**config.mk**
```make
export PLATFORM = sky130hd
export DESIGN_NAME = mem_addr_unit
export DESIGN_NICKNAME = d
export VERILOG_FILES = /design/src/rtl/mem_addr_pkg.sv /design/src/rtl/mem_addr_unit_ar_next_mux.sv /design/src/rtl/mem_addr_unit.sv
export SDC_FILE = /design/constraint.sdc
export NUM_CORES = 1
export LEC_CHECK = 0
export CELL_PAD_IN_SITES_DETAIL_PLACEMENT = 2
export CELL_PAD_IN_SITES_GLOBAL_PLACEMENT = 2
export CORE_ASPECT_RATIO = 0.6
export CORE_UTILIZATION = 25
export DETAILED_ROUTE_END_ITERATION = 12
export GPL_ROUTABILITY_DRIVEN = 0
export MAX_ROUTING_LAYER = met4
export PLACE_DENSITY = 0.83
export SLEW_MARGIN = 20
export SYNTH_ARGS = -nofsm -noshare
export SYNTH_HDL_FRONTEND = slang
export SYNTH_SLANG_ARGS = --single-unit
```
**constraint.sdc**
```tcl
create_clock -name clk -period 2.9 [get_ports clk]
set_input_delay 0.435 -clock clk [delete_from_list [all_inputs] [get_ports clk]]
set_output_delay 0.435 -clock clk [all_outputs]
set_load 0.01 [all_outputs]
```
**src/rtl/mem_addr_pkg.sv**
```systemverilog
// Shared definitions for the memory address unit: select codes, FSM states, default widths.
package mem_addr_pkg;

    localparam int ADDR_W_DEF = 16;
    localparam int DATA_W_DEF = 16;

    localparam logic [1:0] SEL_HOLD = 2'b00;
    localparam logic [1:0] SEL_ALT  = 2'b01;
    localparam logic [1:0] SEL_BUS  = 2'b10;
    localparam logic [1:0] SEL_ILL  = 2'b11;

    typedef enum logic [1:0] {
        ST_IDLE,
        ST_ISSUE,
        ST_WAIT,
        ST_RESP
    } state_t;

endpackage

```
**src/rtl/mem_addr_unit_ar_next_mux.sv**
```systemverilog
// Combinational next-AR selection from the select code, with illegal-code detect.
// A non-hold select wins over the increment term; selects only count while load_en is high.
import mem_addr_pkg::*;

module ar_next_mux #(
    parameter int ADDR_W = ADDR_W_DEF
) (
    input  logic [1:0]        sel,
    input  logic [ADDR_W-1:0] bus,
    input  logic [ADDR_W-1:0] alt,
    input  logic [ADDR_W-1:0] ar,
    input  logic              load_en,
    input  logic              inc_en,
    output logic [ADDR_W-1:0] ar_next,
    output logic              ill
);

    always_comb begin
        // NOTE: every output gets a default first so no path leaves it unassigned (no latch).
        ar_next = ar;
        ill     = 1'b0;
        if (load_en && sel != SEL_HOLD) begin
            case (sel)
                SEL_ALT: ar_next = alt;
                SEL_BUS: ar_next = bus;
                SEL_ILL: begin
                    ar_next = bus;
                    ill     = 1'b1;
                end
                default: ar_next = ar;
            endcase
        end else if (inc_en) begin
            ar_next = ar + ADDR_W'(1);
        end
    end

endmodule

```
**src/rtl/mem_addr_unit.sv**
```systemverilog
// Address register plus single-access sequencer toward a fixed-latency synchronous RAM.
// Define MEM_ADDR_AUTOINC_EN to post-increment AR on every completed access.
import mem_addr_pkg::*;

module mem_addr_unit #(
    parameter int ADDR_W = ADDR_W_DEF,
    parameter int DATA_W = DATA_W_DEF,
    parameter int RD_LAT = 1
) (
    input  logic              clk,
    input  logic              rst_n,
    input  logic [1:0]        sel_in,
    input  logic [ADDR_W-1:0] bus_in,
    input  logic [ADDR_W-1:0] alt_in,
    input  logic              req_valid,
    input  logic              req_we,
    input  logic [DATA_W-1:0] wdata_in,
    output logic              req_ready,
    output logic [DATA_W-1:0] rdata_out,
    output logic              rdata_valid,
    output logic              done,
    output logic [ADDR_W-1:0] ar_out,
    output logic              sel_err,
    output logic              mem_en,
    output logic              mem_we,
    output logic [ADDR_W-1:0] mem_addr,
    output logic [DATA_W-1:0] mem_wdata,
    input  logic [DATA_W-1:0] mem_rdata
);

    localparam int CNT_W = 2;
    // Last WAIT count before RESP; WAIT is skipped entirely when RD_LAT is 1.
    localparam int WAIT_LAST_I = (RD_LAT > 1) ? RD_LAT - 2 : 0;
    localparam logic [CNT_W-1:0] WAIT_LAST = CNT_W'(WAIT_LAST_I);

    state_t            state, state_nxt;
    logic [ADDR_W-1:0] ar_q, ar_nxt;
    logic              we_q;
    logic [DATA_W-1:0] wdata_q;
    logic [CNT_W-1:0]  cnt_q;
    logic [DATA_W-1:0] rdata_q;
    logic              rdata_valid_q;
    logic              sel_err_q;
    logic              ill;
    logic              inc_en;

    assign done = (state == ST_ISSUE && we_q) || rdata_valid_q;

`ifdef MEM_ADDR_AUTOINC_EN
    assign inc_en = done;
`else
    assign inc_en = 1'b0;
`endif

    ar_next_mux #(.ADDR_W(ADDR_W)) u_ar_next_mux (
        .sel     (sel_in),
        .bus     (bus_in),
        .alt     (alt_in),
        .ar      (ar_q),
        .load_en (state == ST_IDLE),
        .inc_en  (inc_en),
        .ar_next (ar_nxt),
        .ill     (ill)
    );

    always_comb begin
        state_nxt = state;
        case (state)
            ST_IDLE:  if (req_valid) state_nxt = ST_ISSUE;
            ST_ISSUE: begin
                if (we_q)             state_nxt = ST_IDLE;
                else if (RD_LAT == 1) state_nxt = ST_RESP;
                else                  state_nxt = ST_WAIT;
            end
            ST_WAIT:  if (cnt_q == WAIT_LAST) state_nxt = ST_RESP;
            ST_RESP:  state_nxt = ST_IDLE;
            default:  state_nxt = ST_IDLE;
        endcase
    end

    always_ff @(posedge clk or negedge rst_n) begin
        if (!rst_n) begin
            state         <= ST_IDLE;
            ar_q          <= '0;
            we_q          <= 1'b0;
            wdata_q       <= '0;
            cnt_q         <= '0;
            rdata_q       <= '0;
            rdata_valid_q <= 1'b0;
            sel_err_q     <= 1'b0;
        end else begin
            // NOTE: non-blocking so every register samples pre-edge values of the others.
            state         <= state_nxt;
            ar_q          <= ar_nxt;
            sel_err_q     <= ill;
            rdata_valid_q <= (state == ST_RESP);
            if (state == ST_IDLE && req_valid) begin
                we_q    <= req_we;
                wdata_q <= wdata_in;
            end
            if (state == ST_WAIT) cnt_q <= cnt_q + CNT_W'(1);
            else                  cnt_q <= '0;
            if (state == ST_RESP) rdata_q <= mem_rdata;
        end
    end

    assign req_ready   = (state == ST_IDLE);
    assign rdata_out   = rdata_q;
    assign rdata_valid = rdata_valid_q;
    assign ar_out      = ar_q;
    assign sel_err     = sel_err_q;
    assign mem_en      = (state == ST_ISSUE);
    assign mem_we      = (state == ST_ISSUE) && we_q;
    assign mem_addr    = ar_q;
    assign mem_wdata   = wdata_q;

endmodule

```
==> results.cfg <==
[critical_path]
reg2regPathDepth = 4
regToRegEndpoint = ar_out[13]$_DFFE_PN0P_
crit_buf_inv = 2
end_kind = output port
crit_path_top_delay_cell = clkdlybuf4s50_1
critPathKind = reg -> out
cp.required_ns = 2.47
cp_num_cells = 5
crit_chain = nand2b_1 > inv_1 > and2_1 > or2_2 > clkdlybuf4s50_1
startpoint_type = flop
rr_startpoint = state[0]$_DFFE_PN0P_
path_max_fanout = 5
rrSetupSlack_ns = 1.34
worstPathArrival_ns = 1.88
critPathMaxStageDelay_ns = 0.48
critPathTopFamily = simple AND/OR/NAND/NOR gates

[route]
drtAntennaViolNets = 0
first_pass_iters = 3
drtIter0Drc = 22
avgRoutedWirePerCell_microns = 16.4
routed_wl_microns = 6890
vias = 1731
avgViaCountPerCell = 4.12
drc = 0

[grt]
grt_antenna_before_repair = 0
grt_pass1_wl_microns = 10800
grt_pass1_vias = 2013
grt_overflow = 0
track_usage = 0.145
grt_max_degree = 37

[clocking]
cts_root_buf = clkbuf_16
cts.clk_slew.worst_paths_ns = 0.07
cts_setup_buffers = 0
ctsResizeCount = 0
cts_made_buffers = 5
clk_latency_ns = 0.29
h-tree-depth = 2
cts_tree = yes
clockBufferDepth = 2
ctsHoldBuffers = 0
clock-sinks = 55

[sta]
holdWs_ns = 0.0896
setup_viol = 0
tightestPinTransition_ns = 0.477
slew_headroom = 0.682
slew_violations = 0
final.min_clock_period_ns = 2.31
rsz0062_at_grt = no
fin_skew_ns = 0.00231
tns_ns = 0
finalHoldViolCount = 0
finalCritPeriodShare = 0.797
fmax_mhz = 432

[synth]
synth-seq-area-share = 0.563
syn-cell-area_sq_um = 2450
ys_warn_count = 0
synth_area_leaders = dfrtp_1 (56%), mux2_2 (25%), mux2_4 (6.1%)
syn_nets = 234
synth.top_cell.area_share = 0.563
synthFlopType = dfrtp_1
synth.avg_cell_area_sq_um = 15.0
yosys.area.top_type = dfrtp_1
synth_commonest_cells = dfrtp_1 (55), mux2_2 (55), buf_4 (16)
syn_inst = 163
ys_seq_elements = 55
async_flop_share = 1.00
synth_edf_count = 0
yosysUniqueCellTypes = 20

[status]
status = finished, final reports clean

[finish]
utilization = 0.428
diodes = 0
final_cells = 420
area_delta_synth_final_pct = 63.3
drive_above_1_share = 0.276
num-nets-final = 360

[die]
row_count = 27
die_y_microns = 78.6
dieArea_sq_um = 10200
io_pins = 140
fp.dieW_microns = 130
core_sq_um = 9320
start_util = 0.262

[power]
leakagePower_nw = 1.64
vdd_drop_max_mv = 0.379
power_density_nw_per_um2 = 1050
total_power_w = 0.00419

[flow_run]
maxCapViolations = 0

[hold_path]
hp-class = in -> async

[place]
dpl.cell_count = 412
place_hpwl_microns = 5290
port-buffer-count = 139
[registers in the layout, summed over array words and instances, names as in the netlist]
signal,flops
sel_err,1
cnt_q,2
state,2
rdata_out,16
mem_wdata,16
we_q,1
rdata_valid,1
ar_out,16
[worst register-to-register path: stages, from the launching register on]
cell and delay, ns:
dfrtp_1 0.43, nor2_2 0.23, o21a_1 0.16, buf_4 0.25
mux2_2 0.38
[metrics by stage]
step | area (sq um) | worst slack [ns]
floorplan | 2450 | 1.33
global placement | 3840 | 0.765
detailed placement | 3840 | 0.653
CTS | 3990 | 0.552
global route | 3990 | 0.469
finish | 3990 | 0.588
[kinds of logic (layout without fill, tap and decap cells)]
family / count (synthesis) / count (layout) / share of synthesized area
multiplexers: 66 / 66 / 0.319
buffers and inverters: 28 / 155 / 0.0813
flip-flops: 55 / 55 / 0.563
adder cells (fa/ha/maj): 1 / 1 / 0.00511
AND/OR/NAND/NOR: 10 / 10 / 0.0246
AO/OA/AOI/OAI: 3 / 3 / 0.00767
[cell type report]
cell class,count,area (sq um)
inverters,5,18.8
clock buffers,8,156
repair buffers,142,1410
well taps,130,163
fillers,952,5330
flip-flops and latches,55,1380
multi-input cells,80,871
[worst max path at each step]
stage / start / to
after floorplan: state[1]$_DFFE_PN0P_ / done
after global placement: sel_in[1] / ar_out[14]$_DFFE_PN0P_
after detailed placement: sel_in[1] / ar_out[13]$_DFFE_PN0P_
after CTS: state[1]$_DFFE_PN0P_ / done
after global routing: state[1]$_DFFE_PN0P_ / done
final: state[1]$_DFFE_PN0P_ / done
[layer usage]
metal / up-vias / wire length (microns) / GRT usage
met3: 2 / 524 / 0.0457
met1: 865 / 3000 / 0.176
met2: 76 / 3350 / 0.239
met5: - / 0 / -
met4: 0 / 13 / 0.0244
li1: 788 / - / -
[report_power, final]
| part | switching (W) | internal (W) | leakage, nW |
|---|---|---|---|
| logic | 0.000765 | 0.00138 | 0.912 |
| registers | 0.000257 | 0.00115 | 0.652 |
| clock network | 0.000260 | 0.000368 | 0.0772 |
| total | 0.00128 | 0.00290 | 1.64 |
[layout by cell type (no fill, tap or decap), types with 2 or more instances in the layout]
cell             instances
clkbuf_16                5
mux2_2                  55
nand2b_1                 2
clkdlybuf4s50_1        138
inv_1                    5
clkbuf_8                 2
buf_4                    3
dfrtp_1                 55
mux2_4                  10
nor2_1                   2
No activity file was read; power rests on OpenSTA's default activity.
